**config.mk**
```make
export PLATFORM = sky130hd
export DESIGN_NAME = tl_ped_crossing
export DESIGN_NICKNAME = d
export VERILOG_FILES = /design/src/rtl/tl_pkg.sv /design/src/rtl/tl_ped_timer.sv /design/src/rtl/tl_ped_crossing.sv
export SDC_FILE = /design/constraint.sdc
export NUM_CORES = 1
export LEC_CHECK = 0
export ABC_CLOCK_PERIOD_IN_PS = 2500
export CORE_MARGIN = 2
export CORE_UTILIZATION = 30
export CTS_BUF_LIST = sky130_fd_sc_hd__clkbuf_8
export CTS_CLUSTER_DIAMETER = 80
export CTS_CLUSTER_SIZE = 20
export DETAILED_ROUTE_END_ITERATION = 10
export SETUP_SLACK_MARGIN = 0.15
export SYNTH_ARGS = -nofsm -noshare
export SYNTH_HDL_FRONTEND = slang
export SYNTH_SLANG_ARGS = --single-unit
```
**constraint.sdc**
```tcl
create_clock -name clk -period 2.5 [get_ports clk]
set_input_delay 0.5 -clock clk [delete_from_list [all_inputs] [get_ports clk]]
set_output_delay 0.5 -clock clk [all_outputs]
set_load 0.005 [all_outputs]
```
**src/rtl/tl_pkg.sv**
```systemverilog
// Shared traffic-light encodings: vehicle lamp bus and pedestrian stage states.
package tl_pkg;

    localparam int unsigned RGB_W       = 3;
    localparam int unsigned PED_STATE_W = 2;

    // One-hot vehicle lamp encodings, shared with the controller
    localparam logic [RGB_W-1:0] RGB_R = 3'b100;
    localparam logic [RGB_W-1:0] RGB_G = 3'b010;
    localparam logic [RGB_W-1:0] RGB_Y = 3'b001;

    // Pedestrian stage states (also the ped_state output encoding)
    localparam logic [PED_STATE_W-1:0] PED_IDLE  = 2'd0;
    localparam logic [PED_STATE_W-1:0] PED_WALK  = 2'd1;
    localparam logic [PED_STATE_W-1:0] PED_FLASH = 2'd2;

    // True when exactly one vehicle lamp is lit
    function automatic logic rgb_legal(input logic [RGB_W-1:0] lamps);
        return $onehot(lamps);
    endfunction

endpackage

```
**src/rtl/tl_ped_timer.sv**
```systemverilog
// Loadable down counter for the pedestrian phase countdown.
// Load wins over decrement; decrement stops at zero so the count never wraps.
// zero is registered alongside count and always equals (count == 0).
module tl_ped_timer
    import tl_pkg::*;
#(
    parameter int unsigned CW = 4
) (
    input  logic          clk,
    input  logic          rst,
    input  logic          load,
    input  logic [CW-1:0] load_val,
    input  logic          dec,
    output logic [CW-1:0] count,
    output logic          zero
);

    logic [CW-1:0] count_n;

    // Next count: load has priority, decrement only while nonzero
    always_comb begin
        count_n = count;
        if (load) begin
            count_n = load_val;
        end else if (dec && (count != '0)) begin
            count_n = count - CW'(1);
        end
    end

    // Count register with matching zero flag
    always_ff @(posedge clk) begin
        if (rst) begin
            count <= '0;
            zero  <= 1'b1;
        end else begin
            count <= count_n;
            zero  <= (count_n == '0);
        end
    end

endmodule

```
**src/rtl/tl_ped_crossing.sv**
```systemverilog
// Pedestrian signal stage fed by the vehicle lamp bus.
// WALK is granted only on RED and revoked the cycle RED is lost.
// Optional macro PED_FAULT_EN: non-one-hot rgb sets a sticky fault that forces
// IDLE and blocks grants until reset. Without it, fault stays 0.
module tl_ped_crossing
    import tl_pkg::*;
#(
    parameter int unsigned WALK_CYC  = 8,
    parameter int unsigned FLASH_CYC = 4,
    parameter int unsigned BLINK_DIV = 1,
    parameter int unsigned CW        = 4
) (
    input  logic                   clk,
    input  logic                   rst,
    input  logic [RGB_W-1:0]       rgb,
    input  logic                   ped_btn,
    output logic                   walk,
    output logic                   dont_walk,
    output logic [CW-1:0]          countdown,
    output logic                   req_pending,
    output logic [PED_STATE_W-1:0] ped_state,
    output logic                   fault
);

    localparam int unsigned     BW         = (BLINK_DIV > 1) ? $clog2(BLINK_DIV) : 1;
    localparam logic [CW-1:0]   WALK_LOAD  = CW'(WALK_CYC - 1);
    localparam logic [CW-1:0]   FLASH_LOAD = CW'(FLASH_CYC - 1);
    localparam logic [BW-1:0]   BLINK_LAST = BW'(BLINK_DIV - 1);

    logic [PED_STATE_W-1:0] state, state_n;
    logic                   btn_q;
    logic                   req_n;
    logic                   fault_n;
    logic                   blink, blink_n;
    logic [BW-1:0]          bcnt, bcnt_n;
    logic                   walk_n, dont_walk_n;
    logic                   btn_rise;
    logic                   is_red;
    logic                   hold_off;
    logic                   tmr_load;
    logic [CW-1:0]          tmr_val;
    logic                   tmr_dec;
    logic                   tmr_zero;

    // Phase countdown
    tl_ped_timer #(
        .CW (CW)
    ) u_timer (
        .clk      (clk),
        .rst      (rst),
        .load     (tmr_load),
        .load_val (tmr_val),
        .dec      (tmr_dec),
        .count    (countdown),
        .zero     (tmr_zero)
    );

    // Next state, request latch, blink phase, timer controls and lamp decode
    always_comb begin
        state_n     = state;
        req_n       = req_pending;
        fault_n     = fault;
        blink_n     = 1'b1;
        bcnt_n      = '0;
        tmr_load    = 1'b0;
        tmr_val     = '0;
        tmr_dec     = 1'b0;
        walk_n      = 1'b0;
        dont_walk_n = 1'b1;
        btn_rise    = ped_btn & ~btn_q;
        is_red      = (rgb == RGB_R);
        hold_off    = 1'b0;

`ifdef PED_FAULT_EN
        fault_n  = fault | ~rgb_legal(rgb);
        hold_off = fault_n;
`endif

        case (state)
            PED_IDLE: begin
                if (btn_rise) begin
                    req_n = 1'b1;
                end
                // Grant clears the request, absorbing any same-cycle edge
                if (req_pending && is_red && !hold_off) begin
                    state_n  = PED_WALK;
                    req_n    = 1'b0;
                    tmr_load = 1'b1;
                    tmr_val  = WALK_LOAD;
                end
            end
            PED_WALK: begin
                // Losing red aborts before expiry; service was not completed
                if (!is_red) begin
                    state_n  = PED_IDLE;
                    req_n    = 1'b1;
                    tmr_load = 1'b1;
                end else if (tmr_zero) begin
                    state_n  = PED_FLASH;
                    tmr_load = 1'b1;
                    tmr_val  = FLASH_LOAD;
                end else begin
                    tmr_dec = 1'b1;
                end
            end
            PED_FLASH: begin
                if (btn_rise) begin
                    req_n = 1'b1;
                end
                if (!is_red || tmr_zero) begin
                    state_n  = PED_IDLE;
                    tmr_load = 1'b1;
                end else begin
                    tmr_dec = 1'b1;
                    if (bcnt == BLINK_LAST) begin
                        blink_n = ~blink;
                        bcnt_n  = '0;
                    end else begin
                        blink_n = blink;
                        bcnt_n  = bcnt + BW'(1);
                    end
                end
            end
            default: begin
                state_n  = PED_IDLE;
                tmr_load = 1'b1;
            end
        endcase

        walk_n = (state_n == PED_WALK);
        if (state_n == PED_WALK) begin
            dont_walk_n = 1'b0;
        end else if (state_n == PED_FLASH) begin
            dont_walk_n = blink_n;
        end
    end

    // State, request, fault, blink and lamp registers
    always_ff @(posedge clk) begin
        if (rst) begin
            state       <= PED_IDLE;
            btn_q       <= 1'b0;
            req_pending <= 1'b0;
            fault       <= 1'b0;
            blink       <= 1'b1;
            bcnt        <= '0;
            walk        <= 1'b0;
            dont_walk   <= 1'b1;
        end else begin
            state       <= state_n;
            btn_q       <= ped_btn;
            req_pending <= req_n;
            fault       <= fault_n;
            blink       <= blink_n;
            bcnt        <= bcnt_n;
            walk        <= walk_n;
            dont_walk   <= dont_walk_n;
        end
    end

    assign ped_state = state;

endmodule
```
Yosys cells after proc, flatten, opt, wreduce, memory -nomap -nowiden
Cells that the tools add are included.
{"block": "totals", "out_inout_bits": 10, "ff_bits": 13, "word_cells": 61}
{"block": "op_classes", "bitwise_logic": 5, "reduce_logical": 10, "mux": 29, "eq_ne": 6, "addsub": 2}
{"op": "$mux W1", "n": 15}
{"op": "$mux W2", "n": 6}
{"op": "$mux W4", "n": 2}
{"op": "$pmux W1 S3", "n": 2}
{"op": "$pmux W2 S3", "n": 1}
{"op": "$pmux W3 S2", "n": 1}
{"op": "$eq A2 B1 Y1 const B", "n": 2}
{"op": "$eq A2 B2 Y1 const B", "n": 2}
{"op": "$logic_not A4 Y1", "n": 1}
{"op": "$not A1 Y1", "n": 4}
{"op": "$reduce_bool A4 Y1", "n": 1}
{"op": "$reduce_or A4 Y1", "n": 1}
{"op": "$sub A4 B1 Y4 const B", "n": 1}
{"op": "$eq A3 B3 Y1 const B", "n": 1}
{"op": "$mux W3", "n": 1}
{"op": "$reduce_bool A3 Y1", "n": 1}
{"op": "$logic_and A1 B1 Y1", "n": 2}
{"op": "$logic_not A2 Y1", "n": 1}
{"op": "$ne A2 B2 Y1 const B", "n": 1}
{"op": "$pmux W1 S2", "n": 1}
{"op": "$reduce_and A2 Y1", "n": 1}
{"op": "$add A1 B1 Y1 const B", "n": 1}
{"op": "$and A1 B1 Y1", "n": 1}
{"op": "$logic_not A1 Y1", "n": 1}
{"op": "$logic_or A1 B1 Y1", "n": 1}

Depth between registers and ports, before layout
Gate-level depths: netlist (run 1).
{"block": "logic_depth", "depth_word": 9, "depth_mapped": 7, "mapped_depth_nobuf": 7}

Modules after synthesis
From an unflattened synthesis (run 1), not the netlist that was laid out.
{"block": "unflattened", "hier_cells": 80, "area_unflattened_um2": 772.0}
{"module": "tl_ped_crossing", "cells_each": 50, "seq_area_each_um2": 160.2, "area_each_um2": 479.2, "n_inst": 1}
{"module": "tl_ped_timer", "cells_each": 30, "seq_area_each_um2": 100.1, "area_each_um2": 292.8, "n_inst": 1}

Least setup slack after synthesis (run 1)
OpenSTA, ideal clock, no wires.
{"block": "synth_path", "path_type": "in2reg", "from": "input port rgb[1]", "to": "register u_timer.count[1]", "t_arrival_ns": 2.050, "required_ns": 2.430, "setup_time_ns": 0.070, "path_buffers": 0, "slack_ns": 0.380, "stages": 5, "path_cell_list": "or4b_4 > nor3_4 > mux2_2 > or3_1 > a21oi_1"}
{"block": "synth_via", "elab_chain_cells": 8, "elab_cells_between_ends": 17, "cone_classes": "eq/ne: 1; mux: 12; reduce/logical: 4"}
{"item": "from (decl)", "line_no": "tl_ped_crossing.sv:15", "source": "input logic [RGB_W-1:0] rgb,"}
{"item": "$eq A3 B3 Y1 *", "line_no": "tl_ped_crossing.sv:71", "source": "is_red = (rgb == RGB_R);"}
{"item": "$logic_not A1 Y1", "line_no": "tl_ped_crossing.sv:110", "source": "if (!is_red || tmr_zero) begin"}
{"item": "$logic_or A1 B1 Y1", "line_no": "tl_ped_crossing.sv:110"}
{"item": "$mux W1", "line_no": "tl_ped_crossing.sv:110"}
{"item": "$pmux W1 S2", "line_no": "tl_ped_crossing.sv:79", "source": "case (state)"}
{"item": "$logic_and A1 B1 Y1", "line_no": "tl_ped_timer.sv:25", "source": "end else if (dec && (count != '0)) begin"}
{"item": "$mux W4", "line_no": "tl_ped_timer.sv:25"}
{"item": "$mux W4 *", "line_no": "tl_ped_timer.sv:23", "source": "if (load) begin"}
{"item": "to (signal assigned)", "line_no": "tl_ped_timer.sv:36", "source": "count <= count_n;"}
{"item": "to (decl)", "line_no": "tl_ped_timer.sv:14", "source": "output logic [CW-1:0] count,"}
Every way passes the cells marked *; elsewhere a longest branch is shown, timed or not.
A chain may end at the register's enable or synchronous reset.

Final worst setup path (run 1)
{"block": "layout_path", "from": "input port rgb[1]", "to": "register u_timer.zero"}
{"block": "layout_via", "elab_chain_cells": 9, "elab_cells_between_ends": 18, "cone_classes": "eq/ne: 1; mux: 12; reduce/logical: 5"}
{"item": "$eq A3 B3 Y1 *", "line_no": "tl_ped_crossing.sv:71"}
{"item": "$logic_not A1 Y1", "line_no": "tl_ped_crossing.sv:110"}
{"item": "$logic_or A1 B1 Y1", "line_no": "tl_ped_crossing.sv:110"}
{"item": "$mux W1", "line_no": "tl_ped_crossing.sv:110"}
{"item": "$pmux W1 S2", "line_no": "tl_ped_crossing.sv:79"}
{"item": "$logic_and A1 B1 Y1", "line_no": "tl_ped_timer.sv:25"}
{"item": "$mux W4", "line_no": "tl_ped_timer.sv:25"}
{"item": "$mux W4 *", "line_no": "tl_ped_timer.sv:23"}
{"item": "$logic_not A4 Y1 *", "line_no": "tl_ped_timer.sv:37", "source": "zero <= (count_n == '0);"}
{"item": "to (signal assigned)", "line_no": "tl_ped_timer.sv:37"}
{"item": "to (decl)", "line_no": "tl_ped_timer.sv:15", "source": "output logic zero"}
Marks and branches as above.

==> metrics.csv, run 1 <==
stage;metric;value;unit
run_status;status;finished, final reports clean;
global_routing;global-route wire length before repair;2800;um
critical_path;CP Max Fanout;4;
floorplanning;core area;2430;um2
critical_path;origin of the critical flop-to-flop path;ped_state[1];
critical_path;FF-to-FF path depth;7;
logic_synthesis;Synth area leader;dfxtp_1;
global_routing;grt ovf;0;
global_routing;All-Layer GR Usage;0.133;
finish;nets;118;
route;TritonRoute pass-1 iters;6;
cts;Skew-Pair Late Insertion Delay;0.24;ns
finish;# diodes;0;
logic_synthesis;cell with the most instances after synthesis;dfxtp_1;
cts;root buf cell;clkbuf_8;
sta;minimum clock period;2.25;ns
cts;hold bufs inserted after CTS;0;
placement;post-DP HPWL;1220;um
critical_path;Setup crit start;rgb[1];
cts;Clock transition at path regs;0.06;ns
sta;Post-Route Skew;0.00564;ns
floorplanning;# IOs;16;
floorplanning;die width;54.4;um
finish;Area Overhead vs Synth;32.6;%
sta;final hold vios;0;
critical_path;Crit path required time;2.65;ns
critical_path;crit-path max cell delay;0.55;ns
cts;Num CTS Buffers;3;
cts;CTS H-tree lvls;1;
critical_path;CP max stage cell;or4b_4;
route;detailed-route wire length per cell;12.2;um
placement;Port Buffer Count;14;
floorplanning;Starting Density;0.313;
global_routing;antenna violations before repair;0;
finish;Layout Cells excl Fill;135;
run;max cap viols;0;
finish;fraction of layout cells with a size suffix above 1;0.162;
critical_path;end of the critical path;u_timer.zero;
critical_path;worst path arrival time;2.40;ns
logic_synthesis;sequential area share after synthesis;0.342;
sta;setup TNS;0;ns
route;Post-Route WL;1650;um
placement;RePlAce Congestion;0.818;
route;drt initial violations;4;
logic_synthesis;most frequent cells after synthesis;13 x dfxtp_1, 7 x inv_1, 6 x ha_1, 6 x nand2_1, 5 x a21oi_1;
route;DRC;0;
logic_synthesis;Yosys cell types;34;
route;vias;675;
logic_synthesis;post-synthesis register bit count;13;
sta;setup repair after global routing missed its margin;yes;
finish;area occupied by multi-input gates;469;um2
cts;CTS tree;built;
cts;Post-CTS Setup Bufs;0;
logic_synthesis;Async SR Flop Fraction;0;
logic_synthesis;Synth top area share;0.342;
sta;fmax;444;MHz
sta;fraction of the cycle the final worst path needs;0.901;
route;antenna-violating nets left;0;
floorplanning;height of the die;54.4;um
pwr;P_leak;0.390;nW
sta;Slew Limit Fails;0;
logic_synthesis;Synth Instances;84;
sta;final setup fails;0;
logic_synthesis;Syn Area/Cell;9.06;um2
min_path;HP Class;register to register;
critical_path;R2R setup slack;0.37;ns
floorplanning;full die area;2950;um2
critical_path;Worst Setup Path Type;primary input to register;
pwr;highest ir drop seen on vdd;0.000236;V
finish;filler instances;254;
logic_synthesis;Synth Flop Type;dfxtp_1;
critical_path;worst-path cell chain;clkdlybuf4s50_1 -> or4b_4 -> buf_4 -> nor3_1 -> mux2i_1 -> o31ai_1 -> a211oi_1;
pwr;Pwr Density;456;nW/um2
cts;Num Clock Sinks;13;
critical_path;R2R Path End;u_timer.count[1];
floorplanning;# rows;18;
placement;Inst Count DP;131;
critical_path;CP Capture Type;register;
logic_synthesis;Post-synth EDFFs;0;
global_routing;largest net degree at the start of global routing;12;
finish;Sequential Area;260;um2
logic_synthesis;top post-synthesis cells by area;dfxtp_1 34%, ha_1 9.9%, inv_1 3.5%;
logic_synthesis;YS warnings;0;
critical_path;Worst Setup Start Kind;primary input;
route;Via density;5.00;
cts;clk buf depth;2;
global_routing;vias in the first global route;654;
logic_synthesis;Post-Syn Area;761;um2
registers in the layout (all words and copies together) (netlist names):
name and flops:
btn_q 1, dont_walk 1, bcnt 1, u_timer.count 4, walk 1, ped_state 2
u_timer.zero 1, blink 1, req_pending 1
cell usage in the layout, fill, tap and decap left out, types with 3 or more instances in the layout:
cell type / Yosys / routed
dfxtp_1: 13 / 13
clkdlybuf4s50_1: 0 / 14
nor3_1: 3 / 3
or3_1: 4 / 4
o21ai_0: 3 / 3
buf_4: 2 / 4
ha_1: 6 / 6
nor3b_1: 3 / 3
inv_1: 7 / 8
a21oi_1: 5 / 5
clkbuf_8: 0 / 3
nand2_1: 6 / 6
power by group:
group | internal, mW | leakage, nW | switching, mW | total [mW]
Sequential | 0.214 | 0.106 | 0.00667 | 0.221
Clock | 0.108 | 0.0269 | 0.0770 | 0.185
Combinational | 0.0300 | 0.257 | 0.0231 | 0.0531
Total | 0.353 | 0.390 | 0.107 | 0.460
cell families after synthesis:
group           after synthesis  synth area share
xor+xnor                      3            0.0345
compound gates               18             0.158
simple gates                 31             0.265
mux                           3            0.0428
buf+inv                       9            0.0543
other cells                   1           0.00493
flops                        13             0.342
fa+ha+maj                     6            0.0987
worst min-delay path by stage:
stage	from	endpoint	slack (ns)	cells past startpoint
finish	req_pending	req_pending	0.56	2
global route	req_pending	req_pending	0.62	2
CTS	req_pending	req_pending	0.56	2
detailed placement	req_pending	req_pending	0.55	2
global placement	req_pending	req_pending	0.55	2
floorplan	req_pending	req_pending	0.54	2
cell type report:
type                    instances  share of cell area
multi-input cells              63               0.465
well taps                      30              0.0372
clock buffers                   3              0.0409
inverters                       7              0.0261
clock inverters                 1             0.00372
repair buffers                 18               0.169
flip-flops and latches         13               0.258
per-stage QoR:
step | hold WS, ns | cell area, um2 | setup slack, ns | total power, mW | util
after floorplan | 0.535 | 764 | 0.380 | 0.254 | -
after global placement | 0.545 | 957 | -0.0164 | 0.278 | 0.394
after detailed placement | 0.549 | 957 | -0.0483 | 0.278 | 0.394
after CTS | 0.557 | 1000 | 0.195 | 0.465 | 0.412
after global routing | 0.624 | 1010 | 0.147 | 0.480 | 0.415
final | 0.555 | 1010 | 0.249 | 0.460 | 0.415
critical path, delay by kind of cell:
kind	cells	cell delay, ns
AO/OA/AOI/OAI	2	0.34
buffers and inverters	2	0.59
multiplexers	1	0.21
AND/OR/NAND/NOR	2	0.76
routing by layer:
layer / up-vias / share of wire / GRT usage
met5: - / 0 / 0
met4: 0 / 0.029 / 0.0875
met3: 4 / 0.041 / 0.0246
met2: 20 / 0.41 / 0.195
met1: 310 / 0.52 / 0.178
li1: 341 / - / -
what timing repair did:
action	in CTS	in global routing
setup endpoints to repair	0	2
endpoints found under the hold margin	0	0
resized for setup	0	1
Power figures use the tool's default switching activity.
==> run 2, diff against run 1 <==
Settings changed: CORE_MARGIN 2 to unset.
==> metrics.csv, run 2 (same netlist as run 1, synthesis figures left out) <==
stage;metric;value;unit;change
global_routing;antenna violations before repair;0;;unchanged
pwr;highest ir drop seen on vdd;0.000220;V;was 0.000236 V
pwr;overall power;457;uW;was 460 uW
route;antenna-violating nets left;0;;unchanged
global_routing;global-route wire length before repair;2690;um;was 2800 um
floorplanning;# rows;17;;was 18
cts;cts repair resizes;0;;unchanged
global_routing;largest net degree at the start of global routing;12;;unchanged
cts;Skew-Pair Late Insertion Delay;0.24;ns;about the same
cts;Num CTS Buffers;3;;unchanged
pwr;P_sw;104;uW;was 107 uW
pwr;Sequential Power Share;0.485;;was 0.481
sta;Slew @ Worst Pin;0.502;ns;
critical_path;crit-path max cell delay;0.55;ns;about the same
floorplanning;core area;2300;um2;was 2430 um2
run;max cap viols;0;;unchanged
floorplanning;die width;52.4;um;was 54.4 um
cts;Post-CTS Setup Bufs;0;;unchanged
min_path;HP Class;register to register;;unchanged
global_routing;vias in the first global route;631;;was 654
critical_path;worst-path cell chain;clkdlybuf4s50_1 -> or4b_4 -> buf_4 -> o21bai_1 -> a21oi_1 -> or3_1 -> a21o_1;;was clkdlybuf4s50_1 -> or4b_4 -> buf_4 -> nor3_1 -> mux2i_1 -> o31ai_1 -> a211oi_1
placement;RePlAce Congestion;0.818;;about the same
floorplanning;height of the die;52.4;um;was 54.4 um
sta;final hold vios;0;;unchanged
route;drt initial violations;2;;was 4
critical_path;CP max stage cell;or4b_4;;unchanged
route;Post-Route WL;1560;um;was 1650 um
floorplanning;full die area;2740;um2;was 2950 um2
sta;Slew Limit Fails;0;;unchanged
sta;minimum clock period;2.23;ns;was 2.25 ns
critical_path;Worst Setup Start Kind;primary input;;unchanged
finish;Area Overhead vs Synth;32.2;%;was 32.6%
cts;Num Clock Sinks;13;;unchanged
cts;clk buf depth;2;;unchanged
critical_path;Worst Setup Path Type;primary input to register;;unchanged
finish;# diodes;0;;unchanged
cts;CTS H-tree lvls;1;;unchanged
finish;max reg flops;4;;unchanged
pwr;Pwr Density;454;nW/um2;was 456 nW/um2
sta;Hold Slack;0.563;ns;was 0.555 ns
pwr;P_leak;0.390;nW;unchanged
critical_path;Crit path required time;2.64;ns;was 2.65 ns
finish;Biggest register;u_timer.count;;unchanged
sta;setup repair after global routing missed its margin;no;;was yes
route;TritonRoute pass-1 iters;4;;was 6
critical_path;CP Capture Type;register;;unchanged
cts;CTS tree;built;;unchanged
global_routing;grt ovf;0;;unchanged
sta;Max-slew headroom;0.664;;
route;DRC;0;;unchanged
route;detailed-route wire length per cell;11.7;um;was 12.2 um
cts;hold bufs inserted after CTS;0;;unchanged
run_status;status;finished, final reports clean;;unchanged
sta;fmax;448;MHz;was 444 MHz
pwr;clock network power share;0.400;;was 0.403
sta;final setup fails;0;;unchanged
sta;Post-Route Skew;0.000672;ns;was 0.00564 ns
cts;root buf cell;clkbuf_8;;unchanged
finish;most common cell after layout, fill and taps aside;clkdlybuf4s50_1;;unchanged
critical_path;worst path arrival time;2.37;ns;was 2.40 ns
floorplanning;# IOs;16;;unchanged
finish;filler instances;236;;was 254
finish;fraction of layout cells with a size suffix above 1;0.162;;unchanged
cts;Clock transition at path regs;0.05;ns;was 0.06 ns
sta;fraction of the cycle the final worst path needs;0.893;;was 0.901
finish;nets;118;;unchanged
pwr;Internal Power;353;uW;about the same
finish;commonest non-fill, non-tap cells in the layout;14 x clkdlybuf4s50_1, 13 x dfxtp_1, 8 x inv_1;;unchanged
placement;Port Buffer Count;14;;unchanged
critical_path;CP Max Fanout;4;;unchanged
route;vias;677;;was 675
floorplanning;Starting Density;0.331;;was 0.313
pwr;Switching Share;0.227;;was 0.232
placement;post-DP HPWL;1170;um;was 1220 um
global_routing;All-Layer GR Usage;0.138;;was 0.133
pwr;combinational group share of total power;0.116;;about the same
route;Via density;5.09;;was 5.00
[run 2: area by class of cell]
type                       count  area, um2  area share
multi-input combinational     63        469       0.466
clock buffer                   3       41.3      0.0410
timing repair buffer          18        170       0.169
tap                           28       35.0      0.0348
clock inverter                 1       3.75     0.00373
inverter                       7       26.3      0.0261
sequential                    13        260       0.259
[run 2: per-stage QoR]
| step | setup WS [ns] | setup TNS (ns) | utilization | instance area, um2 | cells |
|---|---|---|---|---|---|
| finish | 0.266 | 0 | 0.438 | 1010 | 133 |
| global route | 0.156 | 0 | 0.438 | 1010 | 133 |
| CTS | 0.211 | 0 | 0.435 | 1000 | 133 |
| detailed placement | -0.0375 | -0.0698 | 0.416 | 955 | 129 |
| global placement | -0.0320 | -0.0543 | 0.416 | 955 | 129 |
| floorplan | 0.380 | 0 | - | 764 | 85 |
[run 2: critical path: cells and delay by family]
family / cells / cell delay (ns)
simple gates: 2 / 0.91
buf+inv: 2 / 0.59
compound gates: 3 / 0.38
[run 2: worst paths after layout]
kind	cells after the start	start	slack, ns	endpoint
setup reg to reg	7	ped_state[1]	0.39	u_timer.count[1]
hold reg to reg	2	req_pending	0.56	req_pending
setup / recovery	7	rgb[1]	0.27	dont_walk
hold / removal	2	req_pending	0.56	req_pending
[run 2: power groups by stage]
| stage | Sequential, mW | Clock, mW | Combinational, mW |
|---|---|---|---|
| after floorplan | 0.224 | 0 | 0.0300 |
| after global placement | 0.226 | 0 | 0.0522 |
| after detailed placement | 0.226 | 0 | 0.0520 |
| after CTS | 0.221 | 0.192 | 0.0524 |
| after global routing | 0.222 | 0.200 | 0.0592 |
| final | 0.221 | 0.182 | 0.0528 |
[run 2: metal layers]
| layer | wire (um) | share of wire | global-route usage | up-vias |
|---|---|---|---|---|
| li1 | - | - | - | 341 |
| met1 | 812 | 0.52 | 0.183 | 311 |
| met2 | 638 | 0.41 | 0.192 | 20 |
| met3 | 52 | 0.033 | 0.0261 | 5 |
| met4 | 54 | 0.035 | 0.105 | 0 |
| met5 | 0 | 0 | 0 | - |
